[config.mk]
export PLATFORM = sky130hd
export DESIGN_NAME = data_mem_arbiter
export DESIGN_NICKNAME = d
export VERILOG_FILES = /design/src/rtl/data_mem_arbiter.sv
export SDC_FILE = /design/constraint.sdc
export NUM_CORES = 1
export LEC_CHECK = 0
export ABC_AREA = 0
export CAP_MARGIN = 20
export CORE_ASPECT_RATIO = 1.75
export CORE_MARGIN = 2
export CORE_UTILIZATION = 37
export CTS_CLUSTER_SIZE = 10
export DETAILED_ROUTE_END_ITERATION = 10
export PLACE_DENSITY = 0.83
export SYNTH_ARGS = -nofsm -noshare
export SYNTH_HDL_FRONTEND = slang
export SYNTH_SLANG_ARGS = --single-unit
[constraint.sdc]
create_clock -name clk -period 2.45 [get_ports clk]
set_input_delay 0.735 -clock clk [delete_from_list [all_inputs] [get_ports clk]]
set_output_delay 0.735 -clock clk [all_outputs]
set_load 0.05 [all_outputs]
[src/rtl/data_mem_arbiter.sv]
// Round-robin arbiter sharing one synchronous data RAM between the CPU (port 0)
// and a debug/DMA loader (port 1), with a per-tenure burst cap and fixed-latency read return.
module data_mem_arbiter #(
   parameter int ADDR_WIDTH = 8,
   parameter int DATA_WIDTH = 8,
   parameter int MAX_BURST  = 4
) (
   input  logic                  clk,
   input  logic                  arst,
   input  logic                  req0,
   input  logic                  we0,
   input  logic [ADDR_WIDTH-1:0] addr0,
   input  logic [DATA_WIDTH-1:0] wdata0,
   output logic                  gnt0,
   output logic [DATA_WIDTH-1:0] rdata0,
   output logic                  rvalid0,
   input  logic                  req1,
   input  logic                  we1,
   input  logic [ADDR_WIDTH-1:0] addr1,
   input  logic [DATA_WIDTH-1:0] wdata1,
   output logic                  gnt1,
   output logic [DATA_WIDTH-1:0] rdata1,
   output logic                  rvalid1,
   output logic [ADDR_WIDTH-1:0] mem_addr,
   output logic [DATA_WIDTH-1:0] mem_data_o,
   output logic                  mem_WE,
   input  logic [DATA_WIDTH-1:0] mem_data_i
);

   localparam int CW = $clog2(MAX_BURST + 1);
   localparam logic [CW-1:0] BURST_MAX = CW'(MAX_BURST);
   localparam logic [CW-1:0] BURST_ONE = CW'(1);

   typedef enum logic [1:0] {
      IDLE = 2'd0,
      OWN0 = 2'd1,
      OWN1 = 2'd2
   } state_t;

   state_t                state_q, state_d;
   logic                  last_q, last_d;
   logic [CW-1:0]         burst_q, burst_d;
   logic [CW-1:0]         burst_inc_s;
   logic                  burst_last_s;
   logic                  rd_pend_q, rd_pend_d;
   logic                  rd_port_q, rd_port_d;
   logic [DATA_WIDTH-1:0] rdata0_q, rdata1_q;
   logic                  acc0_s, acc1_s;

   assign acc0_s       = (state_q == OWN0) && req0;
   assign acc1_s       = (state_q == OWN1) && req1;
   assign burst_inc_s  = (burst_q == BURST_MAX) ? burst_q : (burst_q + BURST_ONE);
   assign burst_last_s = (burst_q == (BURST_MAX - BURST_ONE));

   assign gnt0    = (state_q == OWN0);
   assign gnt1    = (state_q == OWN1);
   assign rvalid0 = rd_pend_q && !rd_port_q;
   assign rvalid1 = rd_pend_q && rd_port_q;
   // Returning data is shown in the cycle the RAM presents it, then held.
   assign rdata0  = rvalid0 ? mem_data_i : rdata0_q;
   assign rdata1  = rvalid1 ? mem_data_i : rdata1_q;

   // RAM request mux; port 0 values are parked on the bus when nobody accesses
   always_comb begin
      mem_addr   = addr0;
      mem_data_o = wdata0;
      mem_WE     = 1'b0;
      if (acc1_s) begin
         mem_addr   = addr1;
         mem_data_o = wdata1;
         mem_WE     = we1;
      end else if (acc0_s) begin
         mem_WE = we0;
      end else begin
         mem_WE = 1'b0;
      end
   end

   // Ownership next-state, fairness bookkeeping and read tagging
   always_comb begin
      state_d   = state_q;
      last_d    = last_q;
      burst_d   = burst_q;
      rd_pend_d = (acc0_s && !we0) || (acc1_s && !we1);
      rd_port_d = acc1_s;
      case (state_q)
         IDLE: begin
            burst_d = '0;
            if (req0 && req1) begin
               state_d = last_q ? OWN0 : OWN1;
            end else if (req0) begin
               state_d = OWN0;
            end else if (req1) begin
               state_d = OWN1;
            end else begin
               state_d = IDLE;
            end
         end
         OWN0: begin
            if (!req0) begin
               last_d  = 1'b0;
               burst_d = '0;
               state_d = req1 ? OWN1 : IDLE;
            end else if (burst_last_s && req1) begin
               last_d  = 1'b0;
               burst_d = '0;
               state_d = OWN1;
            end else begin
               burst_d = burst_inc_s;
            end
         end
         OWN1: begin
            if (!req1) begin
               last_d  = 1'b1;
               burst_d = '0;
               state_d = req0 ? OWN0 : IDLE;
            end else if (burst_last_s && req0) begin
               last_d  = 1'b1;
               burst_d = '0;
               state_d = OWN0;
            end else begin
               burst_d = burst_inc_s;
            end
         end
         default: begin
            state_d = IDLE;
            burst_d = '0;
         end
      endcase
   end

   // State and return-path registers; reset drops any read in flight
   always_ff @(posedge clk) begin
      if (!arst) begin
         state_q   <= IDLE;
         last_q    <= 1'b1;
         burst_q   <= '0;
         rd_pend_q <= 1'b0;
         rd_port_q <= 1'b0;
         rdata0_q  <= '0;
         rdata1_q  <= '0;
      end else begin
         state_q   <= state_d;
         last_q    <= last_d;
         burst_q   <= burst_d;
         rd_pend_q <= rd_pend_d;
         rd_port_q <= rd_port_d;
         if (rvalid0) begin
            rdata0_q <= mem_data_i;
         end
         if (rvalid1) begin
            rdata1_q <= mem_data_i;
         end
      end
   end

endmodule

Word level (Yosys, flattened, before mapping)
Cells that the tools add are included.
{ "classes": {"add_sub_neg": 1, "n_eq_ne": 6, "mux": 27, "n_reduce_logical": 17} }
{ "op_table": {"columns": ["op", "n"], "rows": [
  ["8-bit 2-to-1 mux", 4],
  ["2-bit 2-to-1 mux", 8],
  ["3-bit 2-to-1 mux", 5],
  ["1-bit logical AND", 9],
  ["1-bit 2-to-1 mux", 7],
  ["3-bit by 2-bit inequality test with 1-bit output, second input constant", 2],
  ["2-bit one-hot mux with 3 select lines", 1],
  ["3-bit one-hot mux with 2 select lines", 1],
  ["3-bit by 1-bit adder with 3-bit output, second input constant", 1],
  ["3-bit by 2-bit == test with 1-bit output, second input constant", 1],
  ["3-bit == test, second input constant", 1],
  ["1-bit zero test", 3],
  ["3-bit AND reduction", 1],
  ["2-bit by 1-bit == test with 1-bit output, second input constant", 1],
  ["2-bit == test, second input constant", 1],
  ["2-bit zero test", 1],
  ["1-bit one-hot mux with 2 select lines", 1],
  ["2-bit AND reduction", 1],
  ["2-bit nonzero test", 1],
  ["1-bit logical OR", 1]
]} }
{ "word_totals": {"ff_bits": 24, "input_bits": 46} }

Logic depth before layout (Yosys ltp)
Gate-level depths: netlist (run 1).
{ "depth": {"word_depth": 5, "ltp_mapped": 6, "depth_no_buf": 5} }

Least setup slack after synthesis (run 1)
No wires, ideal clock.
{ "synth_timing": {"path_kind": "reg2out", "from": "register state_q[0]", "to": "output port mem_addr[5]", "arrival_ps": 1687, "required_time_ps": 1715, "setup_slack_ps": 28, "stages_incl_launch_ff": 6, "n_path_buf": 1, "path_cell_list": "dfxtp_1 inv_1 ha_1 nand2_1 buf_2 mux2_2"} }
{ "synth_via": {"elab_chain_len": 3} }
{ "synth_lines": {"columns": ["element", "line", "rtl"], "rows": [
  ["start, declared", "40", "state_t state_q, state_d;"],
  ["start signal, assigned", "143", "state_q <= state_d;"],
  ["2-bit == test", null, null],
  ["net gnt1", "21", "output logic gnt1,"],
  ["1-bit logical AND", "51", "assign acc1_s = (state_q == OWN1) && req1;"],
  ["8-bit 2-to-1 mux", "68", "if (acc1_s) begin"],
  ["end, declared", "24", "output logic [ADDR_WIDTH-1:0] mem_addr,"]
]} }
The timed path passes the listed nets, and every way through them passes these cells.

Final worst setup path (run 1)
{ "layout_timing": {"from": "input port mem_data_i[3]", "to": "output port rdata1[3]"} }
{ "layout_via": {"elab_chain_len": 1} }
{ "layout_lines": {"columns": ["element", "line", "rtl"], "rows": [
  ["start, declared", "27", "input logic [DATA_WIDTH-1:0] mem_data_i"],
  ["8-bit 2-to-1 mux", null, null],
  ["end, declared", "22", "output logic [DATA_WIDTH-1:0] rdata1,"]
]} }
Every way passes these cells.

==> results.json, run 1 <==
{
  "ys_types": 29,
  "syn2layout_area_growth_pct": 111,
  "port_buffers": 82,
  "fin_cells": 268,
  "p_sw_share_pct": 34.0,
  "postRouteAntennaNets": 0,
  "placedCellCount": 258,
  "dpl_worst_slack_ns": -0.284,
  "p_seq_share_pct": 31.3,
  "htreeDepth": 1,
  "grtUsageTotal_pct": 21.5,
  "seq_area_um2": 485,
  "finalInstanceArea_um2": 2830,
  "dp_hpwl_mm": 3.12,
  "ys_warn_count": 0,
  "finalSetupViolations": 0,
  "p_leak_nw": 1.30,
  "p_switching_uw": 468,
  "grt_max_degree": 13,
  "setup.worst_path.start_class": "primary input",
  "slowest_delay_ns": 0.43,
  "rsz0062_at_grt": "no",
  "cts_tree": "built",
  "drc": 0,
  "clock_path_buffers": 2,
  "totalWireLength_mm": 4.17,
  "intPower_uw": 907,
  "routed-via-count": 1317,
  "post-route-min-period_ns": 2.38,
  "clock_skew_ns": 0.00277,
  "maxSlewViolCount": 0,
  "tightestPinTransition_ns": 0.497,
  "end_kind": "primary output",
  "final_util_pct": 79.6,
  "netlist_area_um2": 1340,
  "grt_pass1_vias": 1479,
  "firstDrtPassIters": 4,
  "max_slew_margin_pct": 66.8,
  "placed_cell_area_um2": 2600,
  "synthCells": 126,
  "insertion_delay_ns": 0.26,
  "crit_fanout": 2,
  "finalNetCount": 277,
  "crit_arrival_ns": 1.64,
  "synth_fp_nets": 179,
  "initial_core_util_pct": 37.8,
  "pwr-share-comb_pct": 52.7,
  "worstHoldPathType": "reg2reg",
  "critical_path_class": "in2out",
  "dr.first_iter.drc_count": 14,
  "grt_antenna_before_repair": 0,
  "grt_pass1_wl_mm": 6.82,
  "fill_cells": 217,
  "setup_slack_ns": 0.0740,
  "avgSynthCellArea_um2": 10.7,
  "critPathRequiredTime_ns": 1.71,
  "hold_violations": 0,
  "dieHeight_um": 83.7,
  "place_congestion": 0.753,
  "cts-root-buf": "clkbuf_8",
  "die_x_um": 49.6,
  "max_cap_violations": 0,
  "core_area_um2": 3560,
  "antenna_cells": 0,
  "ioPinCount": 83,
  "vdd_ir_drop_max_v": 0.000303,
  "clkPwrFrac_pct": 16.0,
  "path_cells": "clkdlybuf4s50_1, mux2_2, buf_12",
  "ys_ff_latch": 24,
  "dieArea_um2": 4150,
  "cpMaxStageDelayCell": "clkdlybuf4s50_1",
  "wl_per_cell_um": 15.5,
  "cellPowerDensity_nw_per_um2": 486,
  "ctsHoldBuffers": 0,
  "grt-ovfl-total": 0,
  "period_share_pct": 97.0,
  "multi_input_area_um2": 882,
  "core.rowCount": 29,
  "cts_buffers": 3,
  "status": "completed",
  "fmax_mhz": 421,
  "layout-drive-gt1-share_pct": 42.3,
  "yosysSeqAreaShare_pct": 35.8,
  "clock_sink_count": 24,
  "clk_pin_slew_ns": 0.07,
  "vias_per_cell": 4.91
}
## flip-flops by register name, indices dropped and copies added (netlist names)
name       cells
rd_pend_q      1
rdata1_q       8
state_q        2
rd_port_q      1
burst_q        3
last_q         1
rdata0_q       8
## synth_stat cells, drive strengths merged
| library cell | n | area (um^2) |
|---|---|---|
| mux2 | 32 | 390 |
| dfxtp | 24 | 480 |
| and2 | 20 | 125 |
| ha | 7 | 87.6 |
| inv | 7 | 26.3 |
| nand2 | 7 | 28.8 |
| buf | 3 | 27.5 |
| nor2b | 3 | 18.8 |
| clkbuf | 2 | 7.51 |
| mux2i | 2 | 20.0 |
| nor3 | 2 | 10.0 |
| o221ai | 2 | 17.5 |
| o22ai | 2 | 12.5 |
| a211oi | 1 | 7.51 |
| a21boi | 1 | 7.51 |
| a21o | 1 | 7.51 |
| a21oi | 1 | 5.00 |
| a22o | 1 | 8.76 |
| and3 | 1 | 6.26 |
| nand2b | 1 | 6.26 |
| nor2 | 1 | 3.75 |
| o211ai | 1 | 7.51 |
| o21ai | 1 | 5.00 |
| o22a | 1 | 8.76 |
| o32ai | 1 | 8.76 |
| xnor2 | 1 | 8.76 |
## final timing paths
kind              slack, ns          start  depth (start not counted)         end
setup / recovery       0.07  mem_data_i[3]                          3   rdata1[3]
hold / removal         0.55         last_q                          2      last_q
setup reg to reg       0.84     state_q[0]                          8  burst_q[0]
hold reg to reg        0.55         last_q                          2      last_q
## worst max-delay path: cells and delay by family
family                 cells  cell delay (ns)
muxes                      1             0.31
buffers and inverters      2             0.59
## placed cells by master, fill, tap and decap left out, drive strengths merged
master	n
o22a	1
nor2	1
o21ai	1
inv	7
and3	1
o32ai	1
buf	53
clkdlybuf4s50	43
mux2i	2
dfxtp	24
o221ai	2
nor2b	3
ha	7
a211oi	1
mux2	32
a21oi	1
nand2	7
a22o	1
nand2b	1
clkbuf	3
dlymetal6s2s	2
xnor2	1
o211ai	1
nor3	2
and2	20
o22ai	2
a21boi	1
a21o	1
## layer usage
metal / track usage (%) / vias up / wire (um)
met3: 5.38 / 9 / 303
met4: 10.4 / 0 / 113
met2: 42.9 / 76 / 2410
met1: 18.4 / 605 / 1340
li1: - / 627 / -
met5: 0 / - / 0
## power groups by stage
stage,Combinational (mW),Sequential [mW],Clock [mW]
2_1_floorplan,0.334,0.432,0
3_3_place_gp,0.629,0.434,0
3_5_place_dp,0.639,0.437,0
4_1_cts,0.722,0.430,0.226
5_1_grt,0.756,0.432,0.240
6_report,0.725,0.430,0.220
## through the flow
stage               total power, mW  hold WS, ns  TNS (ns)
global route                   1.43        0.577         0
global placement               1.06        0.502     -3.82
detailed placement             1.08        0.519     -4.48
floorplan                     0.765        0.479         0
finish                         1.38        0.546         0
CTS                            1.38        0.542         0
## final cells by class
| cell class | count | share of cell area [%] |
|---|---|---|
| well taps | 46 | 2.03 |
| inverters | 7 | 0.928 |
| repair buffers | 98 | 47.3 |
| flip-flops and latches | 24 | 17.1 |
| multi-input cells | 90 | 31.2 |
| clock buffers | 3 | 1.46 |
## cell families after synthesis
family          share of synthesized area [%]
simple gates                             14.8
mux                                      30.5
flops                                    35.8
compound gates                           7.17
buf+inv                                  4.56
fa+ha+maj                                6.52
xor+xnor                                0.652
## what timing repair did
action                                 in CTS  in global routing
pin swaps                                   2                  3
gates cloned                                2                  0
buffers inserted                            5                  1
gates resized for setup                    31                  3
endpoints found under the hold margin       0                  0
setup endpoints to repair                  17                  7
(Power assumes the default switching activity.)
==> run 2, diff against run 1 <==
CORE_ASPECT_RATIO = 0.75   (was 1.75)
HOLD_SLACK_MARGIN = 0.06   (was default)
MAX_ROUTING_LAYER = met4   (was default)
==> results.json, run 2 (synthesis results as in run 1) <==
{
  "critPathRequiredTime_ns": 1.71,
  "vias_per_cell": 5.04,
  "layout-drive-gt1-share_pct": 41.5,
  "clock_skew_ns": 0.00171,
  "dr.first_iter.drc_count": 68,
  "clock_sink_count": 24,
  "critical-path-top-delay-family": "buffers and inverters",
  "finalNetCount": 271,
  "ff2ff_setup_slack_ns": 0.81,
  "die_x_um": 73.6,
  "clk_pin_slew_ns": 0.08,
  "status": "complete, but fails checks",
  "cellPowerDensity_nw_per_um2": 532,
  "initial_core_util_pct": 39.8,
  "vdd_ir_drop_max_v": 0.000343,
  "grt_antenna_before_repair": 0,
  "dieHeight_um": 56.2,
  "placedCellCount": 252,
  "mostFrequentLayoutCells": "clkdlybuf4s50_1 (44), buf_12 (35), dfxtp_1 (23)",
  "rr_startpoint": "state_q[1]",
  "ioPinCount": 83,
  "grt_pass1_wl_mm": 6.83,
  "fin_tns_setup_ns": -0.00227,
  "cts_setup_buffers": 0,
  "cpMaxStageDelayCell": "mux2_2",
  "dieArea_um2": 4130,
  "layout_commonest_cell": "clkdlybuf4s50_1",
  "max_cap_violations": 0,
  "critical_path_class": "in2out",
  "max_slew_margin_pct": 65.5,
  "finalInstanceArea_um2": 2740,
  "post-route-min-period_ns": 2.45,
  "cts_buffers": 3,
  "dp_hpwl_mm": 3.35,
  "cts-root-buf": "clkbuf_8",
  "clock_path_buffers": 2,
  "routed-via-count": 1294,
  "period_share_pct": 100,
  "port_buffers": 82,
  "crit_start": "req1",
  "place_congestion": 0.760,
  "worstHoldPathType": "reg2reg",
  "placed_cell_area_um2": 2590,
  "finalSetupViolations": 2,
  "crit_arrival_ns": 1.72,
  "hp-start": "state_q[0]",
  "end_kind": "primary output",
  "final_util_pct": 81.1,
  "reg_top3": "rdata0_q x8, rdata1_q x8, burst_q x3",
  "cts_tree": "built",
  "maxSlewViolCount": 0,
  "firstDrtPassIters": 4,
  "p_leak_nw": 1.19,
  "setup.worst_path.start_class": "primary input",
  "grt-ovfl-total": 0,
  "totalWireLength_mm": 4.32,
  "tightestPinTransition_ns": 0.515,
  "grt_pass1_vias": 1416,
  "fmax_mhz": 408,
  "violations": "negative setup slack",
  "grtUsageTotal_pct": 22.3,
  "slowest_delay_ns": 0.36,
  "path_cells": "clkdlybuf4s15_2, nand2_4, buf_16, mux2_2, buf_12",
  "syn2layout_area_growth_pct": 104,
  "core.rowCount": 18,
  "hold_depth": 2,
  "p_total_mw": 1.46,
  "core_area_um2": 3380,
  "hold_violations": 0,
  "wl_per_cell_um": 16.8,
  "fill_cells": 208,
  "insertion_delay_ns": 0.27,
  "grt_max_degree": 22,
  "rsz0062_at_grt": "yes",
  "r2r-end": "state_q[0]",
  "setup_slack_ns": -0.00124,
  "hold_end": "state_q[0]",
  "postRouteAntennaNets": 0,
  "r2r_cells": 6,
  "fin_cells": 257,
  "path_buf_inv": 3,
  "drc": 0,
  "crit_fanout": 8,
  "antenna_cells": 0,
  "htreeDepth": 1
}
run 2: cell count changes in the layout (fill, tap and decap cells not counted), sizes merged:
cell / previous run / this run
bufinv: 0 / 1
buf: 53 / 46
clkdlybuf4s50: 43 / 44
dlygate4sd2: 0 / 1
clkdlybuf4s15: 0 / 1
dlymetal6s2s: 2 / 0
run 2: worst min-delay path, stage by stage, from the launching register on:
cell and delay [ns]:
dfxtp_4 0.37, nand2_1 0.07, o32ai_1 0.07
run 2: power by group:
part / internal [mW] / switching (mW)
Clock: 0.219 / 0.128
Sequential: 0.413 / 0.0184
Combinational: 0.347 / 0.333
run 2: area by class of cell:
cell class	instances	area [um^2]	share of cell area [%]
clock buffer	3	41.3	1.51
inverter	7	26.3	0.958
multi-input combinational	90	846	30.9
clock inverter	1	30.0	1.10
timing repair buffer	92	1260	46.1
sequential	24	484	17.7
tap	40	50.0	1.83
run 2: how the worst max path moves through the flow:
stage | end | cells after the start | slack, ns
floorplan | mem_addr[5] | 5 | 0.03
global placement | mem_data_o[7] | 5 | -0.25
detailed placement | mem_addr[6] | 5 | -0.28
CTS | mem_WE | 6 | 0.004
global route | mem_addr[2] | 5 | -0.02
finish | mem_data_o[1] | 5 | -0.001
run 2: timing repair:
action / in CTS / in global routing
hold buffers: 0 / 0
resized for setup: 12 / 7
gates cloned: 1 / 0
pin swaps: 3 / 3
endpoints found under the setup margin: 17 / 17
run 2: layer usage:
metal	wire, um	part of all wire [%]	vias to the layer above	GRT usage [%]
met5	0	0	-	-
met4	72	1.7	0	6.75
met3	288	6.7	10	5.62
met2	2260	52	66	38.0
met1	1700	39	600	25.5
li1	-	-	618	-
run 2: through the flow:
stage               setup slack (ns)  hold slack (ns)
floorplan                     0.0283            0.479
global placement              -0.254            0.493
detailed placement            -0.278            0.517
CTS                          0.00390            0.529
global route                 -0.0203            0.561
finish                      -0.00124            0.547
